**src/rtl/mdu_pkg.sv**
```systemverilog
// mdu_pkg: op encodings, FSM states and decode helpers
// shared by the multiply/divide unit and its divider.
package mdu_pkg;

  typedef enum logic [3:0] {
    OP_MULT  = 4'd0,
    OP_MULTU = 4'd1,
    OP_DIV   = 4'd2,
    OP_DIVU  = 4'd3,
    OP_MADD  = 4'd4,
    OP_MADDU = 4'd5,
    OP_MSUB  = 4'd6,
    OP_MSUBU = 4'd7
  } mdu_op_t;

  typedef enum logic [2:0] {
    S_IDLE,
    S_MUL,
    S_DIV,
    S_FIX,
    S_WRITE
  } mdu_state_t;

  function automatic logic is_valid(input logic [3:0] op);
    return !op[3];
  endfunction

  function automatic logic is_div(input logic [3:0] op);
    return (op == OP_DIV) || (op == OP_DIVU);
  endfunction

  // Even codes are the signed variants.
  function automatic logic is_signed(input logic [3:0] op);
    return !op[0];
  endfunction

  function automatic logic is_acc(input logic [3:0] op);
    return op[2];
  endfunction

  function automatic logic is_sub(input logic [3:0] op);
    return op[2] & op[1];
  endfunction

endpackage

```
**src/rtl/mdu_divider.sv**
```systemverilog
// mdu_divider: unsigned restoring divider, one quotient
// bit per step; operates on magnitudes only.
module mdu_divider #(
  parameter int WIDTH = 32
) (
  input  logic             clk_i,
  input  logic             rst_ni,
  input  logic             load_i,
  input  logic             step_i,
  input  logic             flush_i,
  input  logic [WIDTH-1:0] dividend_i,
  input  logic [WIDTH-1:0] divisor_i,
  output logic [WIDTH-1:0] quot_o,
  output logic [WIDTH-1:0] rem_o
);

  logic [WIDTH-1:0] quo_q, quo_d;
  logic [WIDTH-1:0] rem_q, rem_d;
  logic [WIDTH-1:0] dvs_q, dvs_d;
  logic [WIDTH:0]   shl;
  logic [WIDTH:0]   diff;

  assign shl    = {rem_q, quo_q[WIDTH-1]};
  assign diff   = shl - {1'b0, dvs_q};
  assign quot_o = quo_q;
  assign rem_o  = rem_q;

  always_comb begin
    quo_d = quo_q;
    rem_d = rem_q;
    dvs_d = dvs_q;
    if (flush_i) begin
      quo_d = '0;
      rem_d = '0;
      dvs_d = '0;
    end else if (load_i) begin
      quo_d = dividend_i;
      rem_d = '0;
      dvs_d = divisor_i;
    end else if (step_i) begin
      // diff[WIDTH] set means the trial subtract went negative.
      if (!diff[WIDTH]) begin
        rem_d = diff[WIDTH-1:0];
        quo_d = {quo_q[WIDTH-2:0], 1'b1};
      end else begin
        rem_d = shl[WIDTH-1:0];
        quo_d = {quo_q[WIDTH-2:0], 1'b0};
      end
    end
  end

  always_ff @(posedge clk_i or negedge rst_ni) begin
    if (!rst_ni) begin
      quo_q <= '0;
      rem_q <= '0;
      dvs_q <= '0;
    end else begin
      quo_q <= quo_d;
      rem_q <= rem_d;
      dvs_q <= dvs_d;
    end
  end

endmodule

```
**src/rtl/mdu_unit.sv**
```systemverilog
// mdu_unit: HI/LO multiply/divide unit for the execute stage.
// Multiply commits a held product; divide is iterative.
module mdu_unit
  import mdu_pkg::*;
#(
  parameter int WIDTH   = 32,
  parameter int MUL_LAT = 5
) (
  input  logic             clk,
  input  logic             reset,
  input  logic             start,
  input  logic [3:0]       op,
  input  logic [WIDTH-1:0] rs_val,
  input  logic [WIDTH-1:0] rt_val,
  input  logic             mt_we,
  input  logic             mt_sel,
  input  logic [WIDTH-1:0] mt_data,
  input  logic             flush,
  output logic [WIDTH-1:0] hi,
  output logic [WIDTH-1:0] lo,
  output logic             busy,
  output logic             done,
  output logic             div_zero
);

  localparam int W2 = 2 * WIDTH;
  localparam int CW = $clog2(WIDTH + 1);

  mdu_state_t       state_q, state_d;
  logic [CW-1:0]    cnt_q, cnt_d;
  logic [WIDTH-1:0] hi_q, hi_d;
  logic [WIDTH-1:0] lo_q, lo_d;
  logic [WIDTH-1:0] rs_q, rs_d;
  logic [W2-1:0]    prod_q, prod_d;
  logic             acc_q, acc_d;
  logic             sub_q, sub_d;
  logic             qneg_q, qneg_d;
  logic             rneg_q, rneg_d;
  logic             dz_q, dz_d;

  logic             accept, sgn;
  logic             div_load, div_step;
  logic [WIDTH-1:0] a_mag, b_mag;
  logic [WIDTH-1:0] quo_mag, rem_mag;
  logic [W2-1:0]    a_ext, b_ext;
  logic [W2-1:0]    acc_hl, mul_res;

  assign busy     = state_q inside {S_MUL, S_DIV, S_FIX};
  assign done     = (state_q == S_WRITE);
  assign div_zero = done & dz_q;
  assign hi       = hi_q;
  assign lo       = lo_q;

  assign sgn    = is_signed(op);
  assign accept = start & ~busy & ~flush & is_valid(op);
  assign a_mag  = (sgn & rs_val[WIDTH-1]) ? -rs_val : rs_val;
  assign b_mag  = (sgn & rt_val[WIDTH-1]) ? -rt_val : rt_val;
  assign a_ext  = {{WIDTH{sgn & rs_val[WIDTH-1]}}, rs_val};
  assign b_ext  = {{WIDTH{sgn & rt_val[WIDTH-1]}}, rt_val};
  assign acc_hl = {hi_q, lo_q};
  assign mul_res = !acc_q ? prod_q :
                   sub_q  ? acc_hl - prod_q :
                            acc_hl + prod_q;
  assign div_load = accept & is_div(op);

  mdu_divider #(
    .WIDTH(WIDTH)
  ) u_div (
    .clk_i     (clk),
    .rst_ni    (reset),
    .load_i    (div_load),
    .step_i    (div_step),
    .flush_i   (flush),
    .dividend_i(a_mag),
    .divisor_i (b_mag),
    .quot_o    (quo_mag),
    .rem_o     (rem_mag)
  );

  always_comb begin
    state_d  = state_q;
    cnt_d    = cnt_q;
    hi_d     = hi_q;
    lo_d     = lo_q;
    rs_d     = rs_q;
    prod_d   = prod_q;
    acc_d    = acc_q;
    sub_d    = sub_q;
    qneg_d   = qneg_q;
    rneg_d   = rneg_q;
    dz_d     = dz_q;
    div_step = 1'b0;
    unique case (state_q)
      S_IDLE, S_WRITE: begin
        state_d = S_IDLE;
        if (accept) begin
          cnt_d  = CW'(1);
          acc_d  = is_acc(op);
          sub_d  = is_sub(op);
          dz_d   = is_div(op) & (rt_val == '0);
          qneg_d = sgn & (rs_val[WIDTH-1] ^ rt_val[WIDTH-1]);
          rneg_d = sgn & rs_val[WIDTH-1];
          rs_d   = rs_val;
          if (is_div(op)) begin
            state_d = S_DIV;
          end else begin
            state_d = S_MUL;
            prod_d  = a_ext * b_ext;
          end
        end else if (mt_we && !start) begin
          if (mt_sel) lo_d = mt_data;
          else        hi_d = mt_data;
        end
      end
      S_MUL: begin
        cnt_d = cnt_q + CW'(1);
        if (cnt_q == CW'(MUL_LAT)) begin
          state_d      = S_WRITE;
          {hi_d, lo_d} = mul_res;
        end
      end
      S_DIV: begin
        div_step = 1'b1;
        cnt_d    = cnt_q + CW'(1);
        if (cnt_q == CW'(WIDTH)) state_d = S_FIX;
      end
      S_FIX: begin
        state_d = S_WRITE;
        if (dz_q) begin
          hi_d = rs_q;
          lo_d = '1;
        end else begin
          hi_d = rneg_q ? -rem_mag : rem_mag;
          lo_d = qneg_q ? -quo_mag : quo_mag;
        end
      end
      default: state_d = S_IDLE;
    endcase
    if (flush && busy) begin
      state_d = S_IDLE;
      cnt_d   = '0;
      hi_d    = hi_q;
      lo_d    = lo_q;
    end
  end

  always_ff @(posedge clk or negedge reset) begin
    if (!reset) begin
      state_q <= S_IDLE;
      cnt_q   <= '0;
      hi_q    <= '0;
      lo_q    <= '0;
      rs_q    <= '0;
      prod_q  <= '0;
      acc_q   <= 1'b0;
      sub_q   <= 1'b0;
      qneg_q  <= 1'b0;
      rneg_q  <= 1'b0;
      dz_q    <= 1'b0;
    end else begin
      state_q <= state_d;
      cnt_q   <= cnt_d;
      hi_q    <= hi_d;
      lo_q    <= lo_d;
      rs_q    <= rs_d;
      prod_q  <= prod_d;
      acc_q   <= acc_d;
      sub_q   <= sub_d;
      qneg_q  <= qneg_d;
      rneg_q  <= rneg_d;
      dz_q    <= dz_d;
    end
  end

endmodule

```
**config.mk**
```make
export PLATFORM = sky130hd
export DESIGN_NAME = mdu_unit
export DESIGN_NICKNAME = d
export VERILOG_FILES = /design/src/rtl/mdu_pkg.sv /design/src/rtl/mdu_divider.sv /design/src/rtl/mdu_unit.sv
export SDC_FILE = /design/constraint.sdc
export NUM_CORES = 2
export LEC_CHECK = 0
export ABC_AREA = 1
export CORE_MARGIN = 5
export CORE_UTILIZATION = 63
export CTS_BUF_LIST = sky130_fd_sc_hd__clkbuf_8
export CTS_CLUSTER_SIZE = 10
export DETAILED_ROUTE_END_ITERATION = 8
export GPL_TIMING_DRIVEN = 0
export PLACE_DENSITY_LB_ADDON = 0.1
export REMOVE_ABC_BUFFERS = 1
export SLEW_MARGIN = 20
export SYNTH_ARGS = -nofsm -noshare
export SYNTH_HDL_FRONTEND = slang
export SYNTH_HIERARCHICAL = 1
export SYNTH_SLANG_ARGS = --single-unit
```
**constraint.sdc**
```tcl
create_clock -name clk -period 4.9 [get_ports clk]
set_clock_uncertainty 0.1 [all_clocks]
set_input_delay 0.49 -clock clk [delete_from_list [all_inputs] [get_ports clk]]
set_output_delay 0.49 -clock clk [all_outputs]
set_load 0.03 [all_outputs]
```
==> results of run 1 <==
-- metal layers --
| layer | global-route usage [%] | overflow |
|---|---|---|
| met2 | 97.5 | 1027 |
| met1 | 87.5 | 289 |
| met4 | 84.1 | 486 |
| met3 | 80.2 | 259 |
| met5 | 67.7 | 54 |
-- cell families after synthesis --
kind of cell             Yosys count  share of synthesized area (%)
AND/OR/NAND/NOR                 4013                           24.9
buffers and inverters           2730                           15.6
adder cells (fa/ha/maj)         1443                           39.9
AO/OA/AOI/OAI                    825                           6.91
flip-flops                       270                           10.2
XOR/XNOR                         192                           2.53
-- repair_timing --
action | in CTS
setup buffers | 230
hold buffers | 1
pin swaps | 256
hold endpoints to repair | 43
setup endpoints to repair | 64
gates cloned | 58
gates resized for setup | 1009
-- through the flow --
stage	utilization (%)	cell area [um2]	setup TNS, ps	instances	worst slack (ps)
2_1_floorplan	-	64900	-91380	9079	-2340
3_3_place_gp	65.0	68400	-2962450	10642	-9040
3_5_place_dp	66.5	69900	-200840	10720	-4480
4_1_cts	74.5	78300	-77930	11085	-1800
==> flow_summary.yaml, run 1 <==
grt:
  grt_max_degree: 102
  gr-usage-all-layers_pct: 87.7
  grt_overflow: 2115
status:
  haltStage: "global routing"
  error: "[ERROR GRT-0232] Routing congestion too high. Check the congestion heatmap in the GUI."
  status: "did not finish"
floorplan:
  ios: 173
  rows: 119
  start_util_pct: 63.3
  die_h_um: 335
  dieWidth_um: 335
placement:
  dp_hpwl_mm: 201
  gp_congestion: 1.02
  io_buffers: 172
logic_synthesis:
  netlist_instances: 9473
  synth_area_leaders: "fa_1 34%, nand2_1 15%, inv_1 13%"
  syn_avg_cell_area_um2: 7.02
  synth_edf_count: 0
  synth_common_cells: "2,606 x nand2_1, 2,319 x inv_1, 1,127 x fa_1"
  netlist_area_um2: 66500
  ys.warnings.count: 6
  async_flop_share_pct: 100
  synth_top_area_share_pct: 33.9
  yosysMostFrequentCell: "nand2_1"
  ys_types: 65
  ys_seq_area_share_pct: 10.2
  ys_ff_latch: 270
  synth.largest_area_cell: "fa_1"
  synth-main-ff-cell: "dfrtp_1"
cts:
  cts_buffers: 46
  cts_max_level: 2
  clock-sinks: 270
  clk_path_buf_depth: 3
  cts_root_buf: "clkbuf_8"
==> run 2, diff against run 1 <==
--- a/config.mk
+++ b/config.mk
@@ -7,12 +7,10 @@
 export LEC_CHECK = 0
 export ABC_AREA = 1
 export CORE_MARGIN = 5
-export CORE_UTILIZATION = 63
-export CTS_BUF_LIST = sky130_fd_sc_hd__clkbuf_8
-export CTS_CLUSTER_SIZE = 10
+export CORE_UTILIZATION = 40
 export DETAILED_ROUTE_END_ITERATION = 8
 export GPL_TIMING_DRIVEN = 0
-export PLACE_DENSITY_LB_ADDON = 0.1
+export PLACE_DENSITY_LB_ADDON = 0.15
 export REMOVE_ABC_BUFFERS = 1
 export SLEW_MARGIN = 20
 export SYNTH_ARGS = -nofsm -noshare
==> run 2 against run 1 <==
The flow now finishes, with violations (setup timing). Area after synthesis is the same. Synthesized cell count unchanged.
==> flow_summary.yaml, run 2 <==
logic_synthesis:
  synth_edf_count: 0
  netlist_area_um2: 66500
  ys_seq_area_share_pct: 10.2
  async_flop_share_pct: 100
  synth_area_leaders: "fa_1 34%, nand2_1 15%, inv_1 13%"
  yosysMostFrequentCell: "nand2_1"
  netlist_instances: 9473
  synth.largest_area_cell: "fa_1"
  synth_top_area_share_pct: 33.9
  synth-main-ff-cell: "dfrtp_1"
  ys_ff_latch: 270
  syn_avg_cell_area_um2: 7.02
  ys_types: 65
  ys.warnings.count: 6
  synth_common_cells: "2,606 x nand2_1, 2,319 x inv_1, 1,127 x fa_1"
floorplan:
  die_area_um2: 175000
  die_h_um: 418
  ios: 173
  rows: 149
  start_util_pct: 40.3
  dieWidth_um: 418
  core_um2: 165000
drt:
  drt_iter0_markers: 4740
  drc_errors: 0
  first_pass_iters: 8
  avgRoutedWirePerCell_um: 22.7
  vias: 61380
  wl_mm: 269
  viasPerCell: 5.18
  ant_nets: 0
worst_hold_path:
  hold_path_class: "input port to flip-flop"
worst_setup_path:
  r2r_setup_slack_ps: 240
  worstSetupPathType: "input port to flip-flop"
  endpoint: "prod_q[52]$_DFFE_PN0P_"
  crit_path_end_kind: "flip-flop"
  cp_data_required_time_ps: 5310
  timing.rr.start: "prod_q[1]$_DFFE_PN0P_"
  cp_max_fo: 6
  timing.rr.end: "hi[18]$_DFFE_PN0P_"
  startpoint: "op[0]"
  critPathLaunchType: "input port"
  crit_arrival_ps: 7360
  reg2reg_depth: 24
layout:
  final_util_pct: 48.7
  largest_reg_flops: 64
  layout_commonest_cell: "nand2_1"
  instances_no_fill: 11856
  area_delta_synth_final_pct: 20.8
  regMostFlops: "prod_q"
  drive_gt1_share_pct: 14.1
  final_cell_mix: "2,483 x nand2_1, 2,190 x inv_1, 1,063 x fa_1"
  nNetsFinal: 11192
  fill_cells: 16572
sta:
  max-slew-margin-rel_pct: 24.9
  fin_ws_ps: -2050
  period_minus_slack_ps: 6950
  final-hold-violation-count: 0
  rsz0062_at_grt: "true"
  tightest_slew_ps: 1120
  finalCritPeriodShare_pct: 142
  setup_viol: 54
  slew_violations: 0
  clock.fmax_ghz: 0.144
placement:
  dp_hpwl_mm: 210
  io_buffers: 172
  dp_cells: 11507
  pre_cts_ws_ps: -4740
  gp_congestion: 0.996
cts:
  cts_tree: "yes"
  worstSkewPairLatency_ps: 630
  cts_buffers: 31
  cts_max_level: 1
  clk_path_buf_depth: 3
  cts_root_buf: "clkbuf_16"
  clock-sinks: 270
  clkTransAtPathRegs_ps: 70
grt:
  gr-usage-all-layers_pct: 30.5
  grt_pass1_vias: 63934
  grt_overflow: 0
  grt_max_degree: 85
  grt_pass1_wl_mm: 402
  antenna_found_initial: 2
status:
  status: "finished with violations"
  violations: "setup timing"
job:
  cap_viol_max_count: 0
run 2: cell families (layout without fill, tap and decap cells):
group           after synthesis  after routing  share of synthesized area, %
simple gates               4013           4015                          24.9
xor+xnor                    192            192                          2.53
buf+inv                    2730           2921                          15.6
fa+ha+maj                  1443           1443                          39.9
other cells                   0              1                             0
flops                       270            270                          10.2
compound gates              825            825                          6.91
run 2: what timing repair did:
item | CTS | global route
pin swaps | 238 | 210
gates cloned | 43 | 4
hold buffers | 1 | 0
endpoints found under the hold margin | 43 | 0
endpoints found under the setup margin | 97 | 83
resized for setup | 1011 | 346
setup buffers | 182 | 65
run 2: worst min-delay path by stage:
stage	startpoint	end	slack, ps	cells after the start
after CTS	rs_val[15]	rs_q[15]$_DFFE_PN0P_	130	3
final	rs_val[21]	rs_q[21]$_DFFE_PN0P_	160	3
after detailed placement	reset	u_div/dvs_q[13]$_DFFE_PN0P_	310	1
after global placement	rs_q[2]$_DFFE_PN0P_	rs_q[2]$_DFFE_PN0P_	360	2
after global routing	rs_val[21]	rs_q[21]$_DFFE_PN0P_	170	3
after floorplan	reset	acc_q$_DFFE_PN0P_	90	0
run 2: through the flow:
| stage | instance area (um2) | setup TNS [ps] | hold slack (ps) |
|---|---|---|---|
| 6_report | 80400 | -86190 | 156 |
| 5_1_grt | 80400 | -94820 | 165 |
| 2_1_floorplan | 64900 | -91380 | 94.4 |
| 4_1_cts | 78500 | -80880 | 134 |
| 3_5_place_dp | 70600 | -229460 | 307 |
| 3_3_place_gp | 69400 | -3200420 | 362 |
run 2: worst max-delay path, cell delays in order:
cell and delay (ps):
buf_16 130, buf_12 160, nor2_4 140, fa_2 500
fa_1 580, fa_2 540, buf_12 170, fa_2 650
clkinvlp_4 160, buf_12 160, fa_1 490, inv_2 40
fa_1 490, inv_2 40, fa_2 450, fa_1 560
inv_2 50, ha_4 270, buf_6 130, a21oi_4 130
inv_2 60, a31oi_4 160, o21ai_2 100, a21oi_2 140
nand3_2 120, or2_4 250, nand3_4 80, o21ai_2 60
run 2: final cells by class:
| type | instances | area [um2] | area share [%] |
|---|---|---|---|
| flip-flops and latches | 270 | 6760 | 8.42 |
| diodes | 1 | 2.50 | 0.00311 |
| repair buffers | 528 | 7410 | 9.22 |
| well taps | 2189 | 2740 | 3.41 |
| multi-input cells | 6475 | 53500 | 66.6 |
| clock inverters | 15 | 229 | 0.285 |
| clock buffers | 41 | 853 | 1.06 |
| repair inverters | 1 | 8.76 | 0.0109 |
| inverters | 2336 | 8840 | 11.0 |
run 2: metal layers:
metal	global-route usage (%)	wire (um)	vias up
met3	2.56	13800	474
li1	-	-	28260
met4	13.1	15000	0
met1	39.3	111000	30662
met2	52.7	129000	1984
met5	0	0	-
Power of run 2 is left out: the tool's default activity adds up to more than one toggle a clock period on the data nets, which glitch-free logic cannot reach.
